File: src/rtl/inv_sbox_word_sched_if.sv
// Word request/response bundle between the two requesters,
// the result consumer and the shared inverse S-box scheduler.
interface inv_sbox_word_sched_if;
    logic        req0_valid;
    logic        req0_ready;
    logic [31:0] req0_data;
    logic        req1_valid;
    logic        req1_ready;
    logic [31:0] req1_data;
    logic        resp_valid;
    logic        resp_ready;
    logic [31:0] resp_data;
    logic        resp_id;

    modport master (
        output req0_valid, req0_data,
        output req1_valid, req1_data,
        output resp_ready,
        input  req0_ready, req1_ready,
        input  resp_valid, resp_data, resp_id
    );

    modport slave (
        input  req0_valid, req0_data,
        input  req1_valid, req1_data,
        input  resp_ready,
        output req0_ready, req1_ready,
        output resp_valid, resp_data, resp_id
    );
endinterface

File: src/rtl/inv_sbox_word_sched.sv
// Round-robin scheduler sharing one byte-wide inverse S-box
// between two 32-bit word requesters.
module inv_sbox_word_sched #(
    parameter int SBOX_LAT = 1
) (
    input  logic                 clk,
    input  logic                 rst_n,
    inv_sbox_word_sched_if.slave bus,
    output logic [7:0]           sbox_in,
    input  logic [7:0]           sbox_out,
    output logic                 busy
);

    if (SBOX_LAT < 0 || SBOX_LAT > 4) begin : g_lat_check
        $error("inv_sbox_word_sched: SBOX_LAT must be in 0..4");
    end

    typedef enum logic [1:0] {IDLE, FEED, DRAIN, RESP} state_t;

    state_t          state;
    logic            rr;
    logic            id;
    logic [1:0]      cnt;
    logic [23:0]     rest;
    logic [3:0][7:0] res;
    logic            resp_valid;
    logic            gnt0;
    logic            gnt1;
    logic            acc0;
    logic            acc1;
    logic [31:0]     sel_data;
    logic            fed_v;
    logic            cap_v;
    logic [1:0]      cap_i;

    // With both valid, the requester that did not win last time goes.
    assign gnt0     = bus.req0_valid & (~bus.req1_valid | rr);
    assign gnt1     = bus.req1_valid & (~bus.req0_valid | ~rr);
    assign acc0     = (state == IDLE) & gnt0;
    assign acc1     = (state == IDLE) & gnt1;
    assign sel_data = acc1 ? bus.req1_data : bus.req0_data;
    assign fed_v    = (state == FEED);

    assign bus.req0_ready = acc0;
    assign bus.req1_ready = acc1;
    assign bus.resp_valid = resp_valid;
    assign bus.resp_data  = res;
    assign bus.resp_id    = id;

    if (SBOX_LAT == 0) begin : g_comb
        assign cap_v = fed_v;
        assign cap_i = cnt;
    end else begin : g_pipe
        logic [SBOX_LAT-1:0]      pv;
        logic [SBOX_LAT-1:0][1:0] pix;

        always_ff @(posedge clk or negedge rst_n) begin
            if (!rst_n) begin
                pv  <= '0;
                pix <= '0;
            end else begin
                pv[0]  <= fed_v;
                pix[0] <= cnt;
                for (int j = 1; j < SBOX_LAT; j++) begin
                    pv[j]  <= pv[j-1];
                    pix[j] <= pix[j-1];
                end
            end
        end

        assign cap_v = pv[SBOX_LAT-1];
        assign cap_i = pix[SBOX_LAT-1];
    end

    always_ff @(posedge clk or negedge rst_n) begin
        if (!rst_n) begin
            state      <= IDLE;
            rr         <= 1'b1;
            id         <= 1'b0;
            cnt        <= 2'd0;
            rest       <= '0;
            res        <= '0;
            resp_valid <= 1'b0;
            sbox_in    <= 8'h00;
            busy       <= 1'b0;
        end else begin
            if (cap_v) begin
                res[cap_i] <= sbox_out;
            end
            unique case (state)
                IDLE: begin
                    if (acc0 | acc1) begin
                        id      <= acc1;
                        rr      <= acc1;
                        sbox_in <= sel_data[7:0];
                        rest    <= sel_data[31:8];
                        cnt     <= 2'd0;
                        busy    <= 1'b1;
                        state   <= FEED;
                    end
                end
                FEED: begin
                    cnt     <= cnt + 2'd1;
                    sbox_in <= rest[7:0];
                    rest    <= {8'h00, rest[23:8]};
                    if (cnt == 2'd3) begin
                        sbox_in <= 8'h00;
                        if (SBOX_LAT == 0) begin
                            resp_valid <= 1'b1;
                            state      <= RESP;
                        end else begin
                            state <= DRAIN;
                        end
                    end
                end
                DRAIN: begin
                    if (cap_v && cap_i == 2'd3) begin
                        resp_valid <= 1'b1;
                        state      <= RESP;
                    end
                end
                RESP: begin
                    if (bus.resp_ready) begin
                        resp_valid <= 1'b0;
                        busy       <= 1'b0;
                        state      <= IDLE;
                    end
                end
                default: state <= IDLE;
            endcase
        end
    end

endmodule

File: src/flat_wrapper.sv
// flat-port wrapper written by rule: the top's interface ports become plain ports
module inv_sbox_word_sched_flat 
#(
    parameter int SBOX_LAT = 1
)
  (clk, rst_n, sbox_in, sbox_out, busy, bus_req0_valid, bus_req0_data, bus_req1_valid, bus_req1_data, bus_resp_ready, bus_req0_ready, bus_req1_ready, bus_resp_valid, bus_resp_data, bus_resp_id);
  inv_sbox_word_sched_if bus_i ();
  input  logic clk;
  input  logic rst_n;
  output logic [7:0] sbox_in;
  input  logic [7:0] sbox_out;
  output logic busy;
  input wire logic [$bits(bus_i.req0_valid)-1:0] bus_req0_valid;
  input wire logic [$bits(bus_i.req0_data)-1:0] bus_req0_data;
  input wire logic [$bits(bus_i.req1_valid)-1:0] bus_req1_valid;
  input wire logic [$bits(bus_i.req1_data)-1:0] bus_req1_data;
  input wire logic [$bits(bus_i.resp_ready)-1:0] bus_resp_ready;
  output wire logic [$bits(bus_i.req0_ready)-1:0] bus_req0_ready;
  output wire logic [$bits(bus_i.req1_ready)-1:0] bus_req1_ready;
  output wire logic [$bits(bus_i.resp_valid)-1:0] bus_resp_valid;
  output wire logic [$bits(bus_i.resp_data)-1:0] bus_resp_data;
  output wire logic [$bits(bus_i.resp_id)-1:0] bus_resp_id;
  assign bus_i.req0_valid = bus_req0_valid;
  assign bus_i.req0_data = bus_req0_data;
  assign bus_i.req1_valid = bus_req1_valid;
  assign bus_i.req1_data = bus_req1_data;
  assign bus_i.resp_ready = bus_resp_ready;
  assign bus_req0_ready = bus_i.req0_ready;
  assign bus_req1_ready = bus_i.req1_ready;
  assign bus_resp_valid = bus_i.resp_valid;
  assign bus_resp_data = bus_i.resp_data;
  assign bus_resp_id = bus_i.resp_id;
  inv_sbox_word_sched #(.SBOX_LAT(SBOX_LAT)) u_core (.clk(clk), .rst_n(rst_n), .bus(bus_i), .sbox_in(sbox_in), .sbox_out(sbox_out), .busy(busy));
endmodule
File: config.mk
export PLATFORM = sky130hd
export DESIGN_NAME = inv_sbox_word_sched_flat
export DESIGN_NICKNAME = d
export VERILOG_FILES = /design/src/rtl/inv_sbox_word_sched_if.sv /design/src/rtl/inv_sbox_word_sched.sv /design/src/flat_wrapper.sv
export SDC_FILE = /design/constraint.sdc
export NUM_CORES = 1
export LEC_CHECK = 0
export CORE_MARGIN = 4
export CORE_UTILIZATION = 45
export CTS_CLUSTER_DIAMETER = 120
export CTS_CLUSTER_SIZE = 30
export DETAILED_ROUTE_END_ITERATION = 7
export PLACE_DENSITY = 0.86
export SYNTH_ARGS = -nofsm -noshare
export SYNTH_HDL_FRONTEND = slang
export SYNTH_SLANG_ARGS = --single-unit
File: constraint.sdc
create_clock -name clk -period 2.2 [get_ports clk]
set_input_delay 0.22 -clock clk [delete_from_list [all_inputs] [get_ports clk]]
set_output_delay 0.22 -clock clk [all_outputs]
set_load 0.02 [all_outputs]
==> impl_metrics.tcl, run 1 <==
set metrics [dict create \
    synth_area_leaders "dfrtp_1 56%, mux2_2 11%, mux2i_1 9.6%" \
    port-buffer-count 121 \
    regArea_um2 1880 \
    grt_usage 0.180 \
    synth_cell_type_count 28 \
    cp_slowest_cell "dfrtp_1" \
    hold_viol 0 \
    syn_inst 260 \
    grt_pass1_vias 2525 \
    place_congestion 0.754 \
    holdCritPathClass "input port to asynchronous set/reset pin" \
    critical_path.cell_chain "inv_1 -> ha_2 -> nand2_1 -> a21oi_1 -> dlygate4sd2_1" \
    vias 2563 \
    rows 31 \
    dieArea_um2 8850 \
    yosysTopAreaCell "dfrtp_1" \
    final_nets 467 \
    slew_headroom 0.532 \
    area_growth_pct 46.0 \
    synth-seq-cells 75 \
    wl_per_cell_um 15.9 \
    power_density_nw_per_um2 1370 \
    cts.sinks 75 \
    skew_ns 0.00680 \
    grt_overflow 0 \
    layout.cells.non_filler 487 \
    antenna_cells 0 \
    drc 0 \
    hpwlAfterDp_mm 5.92 \
    grt_start_max_net_pins 44 \
    worstMarginPinSlew_ns 0.699 \
    ioPinCount 122 \
    rsz0062_at_grt "false" \
    finalSetupViolCount 0 \
    core-area_um2 7210 \
    cp_top_family "buffers and inverters" \
    cp_data_arrival_time_ns 1.78 \
    clock_latency_ns 0.34 \
    cts_buffers 9 \
    clockRootBuffer "clkbuf_8" \
    synth_area_um2 3330 \
    async_flop_share 1.00 \
    cts_buffer_depth 2 \
    cts_tree "yes" \
    dpl.cell_count 471 \
    drtPass1Iterations 4 \
    synth_nets 343 \
    grt_antenna_before_repair 0 \
    yosysSeqAreaShare 0.564 \
    end_kind "output port" \
    final_layout_size_suffix_gt1_frac 0.162 \
    drv_slew 0 \
    viasPerCell 5.26 \
    layout_min_cycle_time_ns 2.00 \
    clk_pin_slew_worst_paths_ns 0.07 \
    die_w_um 94.1 \
    status "complete, no violations" \
    path_max_fanout 9 \
    max_stage_delay_ns 0.42 \
    ys.flop_type "dfrtp_1" \
    multi_input_area_um2 1360 \
    path_class "flop to output port" \
    worstSetupStartpointType "flop" \
    h-tree-depth 3 \
    synth.avg_cell_area_um2 12.8 \
    critical_path_buf_inv_count 2 \
    p_leak_nw 2.21 \
    mostFrequentLayoutCell "clkdlybuf4s50_1" \
    crit_required_ns 1.98 \
    max_freq_ghz 0.500 \
    synth_top_area_frac 0.556 \
    synth-edff-count 0 \
    dieHeight_um 94.1 \
    final_cell_mix "118 x clkdlybuf4s50_1, 74 x dfrtp_1, 34 x mux2_2" \
    vdd.ir_drop.worst_v 0.000644 \
    postCtsSetupBuffers 0 \
    grt_pass1_wl_mm 12.3 \
    yosysWarnings 0 \
    min_period_over_period 0.909 \
    setup_tns_ns 0 \
    nFillCells 561 \
    initial_core_util 0.462 \
    drt_iter0_markers 113 \
    drtAntennaViolNets 0 \
    drv_cap 0 \
    wl_mm 7.72 \
]
routing by layer:
metal,up-vias,part of all wire,GRT usage
li1,1208,-,-
met1,1233,0.42,0.233
met2,113,0.50,0.297
met3,9,0.069,0.0409
met4,0,0.012,0.0614
met5,-,0,0
state kept, by name, indices dropped and copies added, names as in the netlist:
signal	flops
u_core.bus.resp_data	32
u_core.bus.resp_id	1
u_core.bus.resp_valid	1
u_core.busy	1
u_core.cap_i	2
u_core.cap_v	1
u_core.cnt	2
u_core.rest	24
u_core.rr	1
u_core.sbox_in	8
u_core.state	2
final cells by class:
type                    instances  share of cell area
clock buffers                  11              0.0291
clock inverters                 4              0.0105
repair buffers                127               0.266
multi-input cells             165               0.279
inverters                       6             0.00463
well taps                      99              0.0255
flip-flops and latches         75               0.386
path summary, 6_finish.rpt:
kind / from / endpoint / slack (ns) / cells after the start
min in group clk: u_core.cnt[1] / u_core.cap_i[1] / 0.42 / 0
worst max register to register: u_core.state[0] / u_core.sbox_in[1] / 0.29 / 6
worst max-delay path: u_core.state[0] / bus_req0_ready / 0.20 / 5
worst min-delay path: rst_n / u_core.bus.resp_data[8] / 0.36 / 2
max in group asynchronous: rst_n / u_core.rr / 1.20 / 3
worst min register to register: u_core.cnt[1] / u_core.cap_i[1] / 0.42 / 0
metrics by stage:
step | utilization | hold WS, ns | power [mW] | area [µm²] | setup WS [ns]
3_3_place_gp | 0.646 | 0.180 | 5.52 | 4660 | 0.218
2_1_floorplan | - | -0.0756 | 4.29 | 3330 | 0.321
3_5_place_dp | 0.646 | 0.188 | 5.67 | 4660 | 0.183
5_1_grt | 0.674 | 0.390 | 7.08 | 4860 | 0.0552
6_report | 0.674 | 0.363 | 6.64 | 4860 | 0.199
4_1_cts | 0.674 | 0.361 | 6.70 | 4860 | 0.184
report_power, final:
part | total [mW] | leakage (nW) | internal, mW | switching (mW)
clock network | 1.02 | 0.0954 | 0.549 | 0.475
registers | 2.39 | 0.922 | 2.02 | 0.370
logic | 3.23 | 1.19 | 1.64 | 1.59
total | 6.64 | 2.21 | 4.21 | 2.44
logic make-up (layout without fill, tap and decap cells):
group	Yosys count	in the layout	synth area share
flip-flops	75	75	0.564
AO/OA/AOI/OAI	70	70	0.133
multiplexers	66	66	0.211
AND/OR/NAND/NOR	23	23	0.0379
buffers and inverters	20	148	0.0319
adder cells (fa/ha/maj)	6	6	0.0225
synth_stat cells (2+ instances only):
cell type / instances
inv_1: 6
nand3b_1: 2
o21ai_1: 8
buf_6: 3
a22o_1: 2
buf_2: 7
clkbuf_1: 4
ha_1: 6
mux2_2: 34
o21ai_0: 26
nand2_1: 14
nand3_1: 2
mux2i_1: 32
a22oi_1: 23
dfrtp_1: 74
nor3b_2: 2
a21oi_1: 4
what timing repair did:
action	4_1_cts	5_1_grt
hold buffers	1	0
resized for setup	3	0
endpoints found under the hold margin	32	0
setup endpoints to repair	2	0
Power figures use the tool's default switching activity.
==> run 2, diff against run 1 <==
Settings changed: GPL_ROUTABILITY_DRIVEN set to 0.
Clock period 2.2 ns to 2.1 ns, I/O delays scaled along.
==> impl_metrics.tcl, run 2 (same netlist as run 1, synthesis figures left out) <==
set metrics [dict create \
    status "complete, no violations" \
    clockRootBuffer "clkbuf_8" \
    regArea_um2 1880 \
    area_growth_pct 46.2 \
    finalSetupViolCount 0 \
    ioPinCount 122 \
    critical_path_buf_inv_count 2 \
    port-buffer-count 121 \
    drv_cap 0 \
    p_comb_frac 0.480 \
    clkPwrFrac 0.169 \
    cp_slowest_cell "dfrtp_1" \
    grt_pass1_wl_mm 12.3 \
    clk_pin_slew_worst_paths_ns 0.07 \
    total_power_mw 7.12 \
    cts.sinks 75 \
    path_max_fanout 5 \
    hpwlAfterDp_mm 5.76 \
    crit_start "u_core.state[0]" \
    wl_met3_um 554 \
    wl_mm 7.74 \
    reg2reg_from "u_core.state[0]" \
    viasPerCell 5.26 \
    nFillCells 565 \
    critical_path.cell_chain "inv_1 -> ha_2 -> nand2_1 -> a21oi_1 -> dlygate4sd2_1" \
    cp_top_family "buffers and inverters" \
    clock_latency_ns 0.34 \
    worstSetupStartpointType "flop" \
    mostFrequentLayoutCell "clkdlybuf4s50_1" \
    worstMarginPinSlew_ns 0.909 \
    ctsHoldBuffers 0 \
    final_layout_size_suffix_gt1_frac 0.163 \
    cts_buffer_depth 2 \
    drt_iter0_markers 71 \
    drtAntennaViolNets 0 \
    h-tree-depth 3 \
    internal-power_mw 4.57 \
    die_w_um 94.1 \
    dieHeight_um 94.1 \
    wl_per_cell_um 15.9 \
    drc 0 \
    vdd.ir_drop.worst_v 0.000674 \
    skew_ns 0.00711 \
    cts_tree "yes" \
    holdCritPathClass "input port to asynchronous set/reset pin" \
    slew_headroom 0.394 \
    dieArea_um2 8850 \
    cp_data_arrival_time_ns 1.74 \
    grt_overflow 0 \
    initial_core_util 0.462 \
    max_freq_ghz 0.513 \
    final_cell_mix "118 x clkdlybuf4s50_1, 74 x dfrtp_1, 34 x mux2_2" \
    utilization 0.675 \
    rows 31 \
    core-area_um2 7210 \
    p_leak_nw 2.22 \
    vias 2557 \
    grt_usage 0.180 \
    drv_slew 0 \
    swShare 0.358 \
    rsz0062_at_grt "false" \
    grt_start_max_net_pins 76 \
    largest_reg_flops 32 \
    drtPass1Iterations 4 \
    met2_length_mm 3.82 \
    multi_input_area_um2 1360 \
    crit_required_ns 1.89 \
    min_period_over_period 0.929 \
    antenna_cells 0 \
    power.switching_mw 2.55 \
    path_class "flop to output port" \
    power_density_nw_per_um2 1460 \
    layout_min_cycle_time_ns 1.95 \
    grt_antenna_before_repair 0 \
    setup_tns_ns 0 \
    grt_pass1_vias 2530 \
    max_stage_delay_ns 0.42 \
    m1WireLength_mm 3.22 \
    highest_layer "met4" \
    p_seq_frac 0.352 \
    end_kind "output port" \
    final_nets 467 \
    cts_buffers 9 \
    rrSetupSlack_ns 0.19 \
    hold_viol 0 \
]
==> run 2: cell types whose count changed in the layout (fill, tap and decap cells not counted) <==
cell           delta
buf_12            -1
buf_4             +2
bufinv_16         +1
clkbuf_8          +1
clkinv_2          -1
clkinv_4          -1
clkinvlp_4        -1
dlygate4sd3_1     -1
==> run 2: metrics by stage <==
stage / cells / cell area (µm²) / hold slack, ns / setup WS (ns)
global placement: 472 / 4660 / 0.391 / 0.187
global route: 486 / 4870 / 0.0744 / 0.0223
finish: 486 / 4870 / 0.00697 / 0.150
detailed placement: 472 / 4660 / 0.404 / 0.134
CTS: 486 / 4870 / 0.0319 / 0.131
floorplan: 260 / 3330 / -0.0856 / 0.221
==> run 2: routing by layer <==
| metal | up-vias | GRT usage |
|---|---|---|
| met3 | 14 | 0.0465 |
| li1 | 1205 | - |
| met2 | 101 | 0.301 |
| met5 | - | 0 |
| met4 | 0 | 0.0722 |
| met1 | 1237 | 0.221 |
==> run 2: final timing paths <==
| kind | endpoint | depth (start not counted) |
|---|---|---|
| max | bus_req0_ready | 5 |
| min | u_core.bus.resp_data[8] | 1 |
| max reg2reg | u_core.sbox_in[3] | 6 |
| min reg2reg | u_core.cap_i[1] | 0 |
| max in group asynchronous | u_core.state[0] | 1 |
| min in group clk | u_core.cap_i[1] | 0 |
==> run 2: final cells by class <==
type	instances	area share
multi-input cells	165	0.278
inverters	6	0.00462
flip-flops and latches	75	0.386
well taps	99	0.0254
clock inverters	2	0.0123
clock buffers	12	0.0319
repair buffers	127	0.262
==> run 2: power groups by stage <==
stage	Clock, mW	Combinational [mW]	Sequential [mW]
floorplan	0	1.54	2.95
global placement	0	3.32	2.49
detailed placement	0	3.44	2.53
CTS	1.22	3.46	2.51
global route	1.28	3.69	2.59
finish	1.20	3.42	2.50
==> run 2: timing repair <==
action                                  4_1_cts  5_1_grt
setup buffers                                 0        0
endpoints found under the setup margin        2        0
gates resized for setup                       3        0
==> variant 1, RTL diff (settings of run 2) <==
Re-encode `state_t` (4 states) as Gray code, 2 bits wide.
--- a/src/rtl/inv_sbox_word_sched.sv
+++ b/src/rtl/inv_sbox_word_sched.sv
@@ -16,5 +16,5 @@
     end
 
-    typedef enum logic [1:0] {IDLE, FEED, DRAIN, RESP} state_t;
+    typedef enum logic [1:0] {IDLE = 2'b00, FEED = 2'b01, DRAIN = 2'b11, RESP = 2'b10} state_t;
 
     state_t          state;
Check against the original RTL: no difference found for any inputs over 10 cycles, from zero or initial values and one cycle with rst_n low; not proved beyond that.
==> variant 1 against run 2 <==
First-iteration DRC count stayed put; critical endpoint unchanged; worst setup slack worse by 0.019 ns; area after synthesis is 3.6% higher; synthesized cell count is 7.7% higher; register-to-register slack better by 0.07 ns; via count is 4.2% higher; routed wire length is 4.2% higher; final area is 0.44% higher; sequential cell count stayed put; core utilization is 1.1 points lower.
Power is not compared: it rests on default switching activity, and its combinational part moved more than twofold at a synthesized area within 25%.
==> variant 1: results (changes against run 2) <==
- Status: finished clean (unchanged)
- Htree depth: 3 (unchanged)
- Synth Area in Compound Gates: 0.113 (was 0.133)
- Vias in the first global route: 2747 (was 2530)
- Slowest-stage cell, CP: clkdlybuf4s50_1 (was dfrtp_1)
- Clock Skew: 0.00482 ns (was 0.00711 ns)
- FFs w/ async S/R, synth: 1.00 (unchanged)
- Worst EP arrival: 1.76 ns (was 1.74 ns)
- Metal3 WL: 671 um (was 554 um)
- Mean post-synth cell area: 12.3 um2 (was 12.8 um2)
- HPWL Detailed: 6060 um (was 5760 um)
- Synth unique cells: 33 (was 28)
- Met1 GRT Util: 0.223 (was 0.221)
- WL per Instance: 16.0 um (was 15.9 um)
- Mux share of post-synthesis cell area: 0.197 (was 0.211)
- Slowest cell delay on critical path: 0.64 ns (was 0.42 ns)
- Seq/Total Area, Yosys: 0.544 (was 0.564)
- # fillers: 562 (was 565)
- DP Area: 4690 um2 (was 4660 um2)
- Met3 usage: 0.0513 (was 0.0465)
- Largest net degree at the start of global routing: 41 (was 76)
- Tightest Pin Transition: 0.620 ns (was 0.909 ns)
- Syn_nets: 358 (was 343)
- Met1 WL: 3320 um (was 3220 um)
- Xor/xnor share of the synthesized area: 0 (unchanged)
- Adder-cell share of the synthesized area: 0.00362 (was 0.0225)
- Ys Warns: 0 (unchanged)
- Dpl ws: 0.138 ns (was 0.134 ns)
- Crit path from: u_core.state[1] (was u_core.state[0])
- First-pass GRT wire length: 12900 um (was 12300 um)
- Synth top area cells: dfrtp_1 (54%), mux2_2 (10%), mux2i_1 (9.3%) (was dfrtp_1 (56%), mux2_2 (11%), mux2i_1 (9.6%))
- Met2 global-route usage: 0.322 (was 0.301)
- Clk buf depth: 2 (unchanged)
- List of most frequent post-synthesis cells: dfrtp_1 (74), a21oi_1 (37), mux2_2 (32), mux2i_1 (32), o21ai_0 (27) (was dfrtp_1 (74), mux2_2 (34), mux2i_1 (32))
- Met2 wire len: 3960 um (was 3820 um)
- Vias/cell: 5.29 (was 5.26)
- FF-to-FF Start: u_core.state[1] (was u_core.state[0])
- Critical-path maximum fanout: 4 (was 5)
- Share of layout cells above drive strength 1: 0.168 (was 0.163)
- Aggregate global-route resource usage: 0.186 (was 0.180)
- Final wirelength: 8060 um (was 7740 um)
- Dpl cells: 487 (was 472)
- Nets: 478 (was 467)
-- variant 1: cell types whose count changed after synthesis, moves of 5 or more --
cell     change
nor4b_1      +8
or3_1       +13
a22oi_1     -23
ha_1         -5
nand2_1      -7
a21oi_1     +33
-- variant 1: power groups by stage --
stage          registers, mW  clock network (mW)  logic (mW)
6_report                1.48                1.05       0.313
5_1_grt                 1.48                1.14       0.336
4_1_cts                 1.48                1.08       0.318
3_5_place_dp            1.51                   0       0.315
3_3_place_gp            1.51                   0       0.309
2_1_floorplan           1.54                   0      0.0409
-- variant 1: cell type report --
class                           count  area, um2  share of cell area
Inverter                            5       18.8             0.00384
Sequential cell                    75       1880               0.384
Multi-Input combinational cell    183       1410               0.287
Clock buffer                       15        186              0.0381
Tap cell                           99        124              0.0253
Clock inverter                      1       5.00             0.00102
Timing Repair Buffer              126       1270               0.260
-- variant 1: kinds of logic (layout without fill, tap and decap cells) --
logic type	after synthesis	after routing
AO/OA/AOI/OAI	75	75
AND/OR/NAND/NOR	43	43
multiplexers	64	64
adder cells (fa/ha/maj)	1	1
flip-flops	75	75
buffers and inverters	22	147
-- variant 1: repair_timing --
| action | CTS | global route |
|---|---|---|
| resized for setup | 0 | 0 |
| endpoints found under the setup margin | 0 | 0 |
| setup buffers | 0 | 0 |
| hold endpoints to repair | 34 | 0 |
| hold buffers | 1 | 0 |
-- variant 1: worst paths after layout --
path                                            end  slack [ns]  cells after the start
setup reg to reg                     u_core.rest[1]        0.26                      5
setup / recovery                     bus_req0_ready        0.13                      4
hold / removal             u_core.bus.resp_data[13]        0.37                      2
min in group clk                    u_core.cap_i[1]        0.42                      0
max in group asynchronous  u_core.bus.resp_data[24]        1.16                      3
hold reg to reg                     u_core.cap_i[1]        0.42                      0
==> variant 2, RTL diff (settings of run 2) <==
Without the edit above. `SBOX_LAT` is set to 1 in 2 places; all go to 0.
--- a/src/rtl/inv_sbox_word_sched.sv
+++ b/src/rtl/inv_sbox_word_sched.sv
@@ -2,5 +2,5 @@
 // between two 32-bit word requesters.
 module inv_sbox_word_sched #(
-    parameter int SBOX_LAT = 1
+    parameter int SBOX_LAT = 0
 ) (
     input  logic                 clk,
--- a/src/flat_wrapper.sv
+++ b/src/flat_wrapper.sv
@@ -2,5 +2,5 @@
 module inv_sbox_word_sched_flat 
 #(
-    parameter int SBOX_LAT = 1
+    parameter int SBOX_LAT = 0
 )
   (clk, rst_n, sbox_in, sbox_out, busy, bus_req0_valid, bus_req0_data, bus_req1_valid, bus_req1_data, bus_resp_ready, bus_req0_ready, bus_req1_ready, bus_resp_valid, bus_resp_data, bus_resp_id);
Formal check against the unedited RTL: not equivalent (a bounded check fails within 4 cycles, from zero or initial values and one cycle with rst_n low).
==> variant 2 against run 2 <==
The flow now finishes with violations (hold timing); core utilization fell by 2.4 points; area after synthesis rose by 8.0%; sequential share of layout area fell by 2.9 points; final cell count rose by 8.2%; power rose by 9.5%; first-iteration DRC count rose to 2.8 times the old value; final area rose by 3.9%; fmax fell by 3.6%; routed wire length rose by 18%; worst setup slack got worse by 0.073 ns; global-route usage rose by 1.2 points; critical path depth did not move; sequential cell count fell by 3; highest routed layer unchanged.
==> variant 2: results (changes against run 2) <==
- Initial antenna violation count: 0 (unchanged)
- Net load switching power: 3.12 mW (was 2.55 mW)
- First-pass GRT wire length: 14600 um (was 12300 um)
- Largest net degree at the start of global routing: 73 (was 76)
- Clk. pwr: 1.09 mW (was 1.20 mW)
- # fillers: 580 (was 565)
- Slowest-stage cell, CP: dfrtp_1 (unchanged)
- Cells after Synth: 295 (was 260)
- Tightest Pin Transition: 0.884 ns (was 0.909 ns)
- VDD IR max: 698 uV (was 674 uV)
- Nets: 505 (was 467)
- Static leakage: 2.34 nW (was 2.22 nW)
- Hold Vio Cnt, Final: 20 (was 0)
- Synth top area cells: dfrtp_1 (49%), mux2_2 (10%), mux2i_1 (8.9%) (was dfrtp_1 (56%), mux2_2 (11%), mux2i_1 (9.6%))
- HP Class: input port to asynchronous set/reset pin (unchanged)
- Drt pass-1 iters: 4 (unchanged)
- 1st-iter DRT viols: 199 (was 71)
- Synth unique cells: 34 (was 28)
- Failing checks: hold timing
- Final wirelength: 9100 um (was 7740 um)
- WL per Instance: 17.3 um (was 15.9 um)
- Vias/cell: 5.33 (was 5.26)
- Vias in the first global route: 2942 (was 2530)
- Sw Ratio: 0.400 (was 0.358)
- HPWL Detailed: 6690 um (was 5760 um)
- Clock Skew: 0.0145 ns (was 0.00711 ns)
- Worst EP arrival: 1.81 ns (was 1.74 ns)
- Critical-path maximum fanout: 10 (was 5)
- Slowest cell delay on critical path: 0.42 ns (about the same)
- Worst r2r dst: u_core.sbox_in[4] (was u_core.sbox_in[3])
- Setup slack, reg-to-reg: 0.12 ns (was 0.19 ns)
- Share of layout cells above drive strength 1: 0.205 (was 0.163)
- WHS: -0.0188 ns (was 0.00697 ns)
- Aggregate global-route resource usage: 0.191 (was 0.180)
- Dpl ws: 0.0326 ns (was 0.134 ns)
- DP Area: 4840 um2 (was 4660 um2)
- List of most frequent post-synthesis cells: dfrtp_1 (71), nand2_1 (40), mux2_2 (32), mux2i_1 (32), nand3_1 (24) (was dfrtp_1 (74), mux2_2 (34), mux2i_1 (32))
- FFs w/ async S/R, synth: 1.00 (unchanged)
- Kind of cell adding the most delay to the critical path: buffers and inverters (unchanged)
- Clk buf depth: 2 (unchanged)
- Syn_nets: 381 (was 343)
- Top FF cell, synth: dfrtp_1 (unchanged)
- Seq/Total Area, Yosys: 0.501 (was 0.564)
- Ys Warns: 0 (unchanged)
- Status: complete, but fails checks (was finished clean)
variant 2: layout make-up:
cell class                      instances  area [um2]  share of cell area
Clock inverter                          7        72.6              0.0143
Tap cell                              102         128              0.0252
Clock buffer                            9         124              0.0245
Sequential cell                        72        1800               0.356
Timing Repair Buffer                  130        1290               0.254
Inverter                                7        26.3             0.00519
Multi-Input combinational cell        199        1620               0.320
variant 2: worst max path at each step:
stage	start	end	slack, ns	cells past startpoint
2_1_floorplan	u_core.state[1]	u_core.state[1]	0.29	8
3_3_place_gp	u_core.state[0]	bus_req0_ready	0.13	5
3_5_place_dp	u_core.state[0]	bus_req0_ready	0.03	5
4_1_cts	u_core.state[0]	bus_req0_ready	0.02	5
5_1_grt	u_core.state[0]	bus_req0_ready	0.005	5
6_report	u_core.state[0]	bus_req0_ready	0.08	5
variant 2: routing by layer:
metal | vias up | wire, um | global-route usage
li1 | 1301 | - | -
met1 | 1367 | 3740 | 0.232
met2 | 117 | 4610 | 0.331
met3 | 18 | 559 | 0.0424
met4 | 0 | 190 | 0.0745
met5 | - | 0 | 0
variant 2: worst register-to-register path, delay by kind of cell, from the launching register on:
kind	cells	cell delay [ns]
AO/OA/AOI/OAI	2	0.45
adder cells (fa/ha/maj)	1	0.22
buffers and inverters	1	0.16
flip-flops	1	0.42
AND/OR/NAND/NOR	2	0.65
variant 2: repair_timing:
item                       4_1_cts  5_1_grt
setup endpoints to repair        2       25
gates cloned                     0        1
gates resized for setup          3        1
pin swaps                        0        1
hold buffers                     0        0
variant 2: cell families after synthesis:
family | synth area share
AO/OA/AOI/OAI | 0.121
XOR/XNOR | 0.00243
adder cells (fa/ha/maj) | 0.0313
buffers and inverters | 0.0553
flip-flops | 0.501
multiplexers | 0.192
AND/OR/NAND/NOR | 0.0970
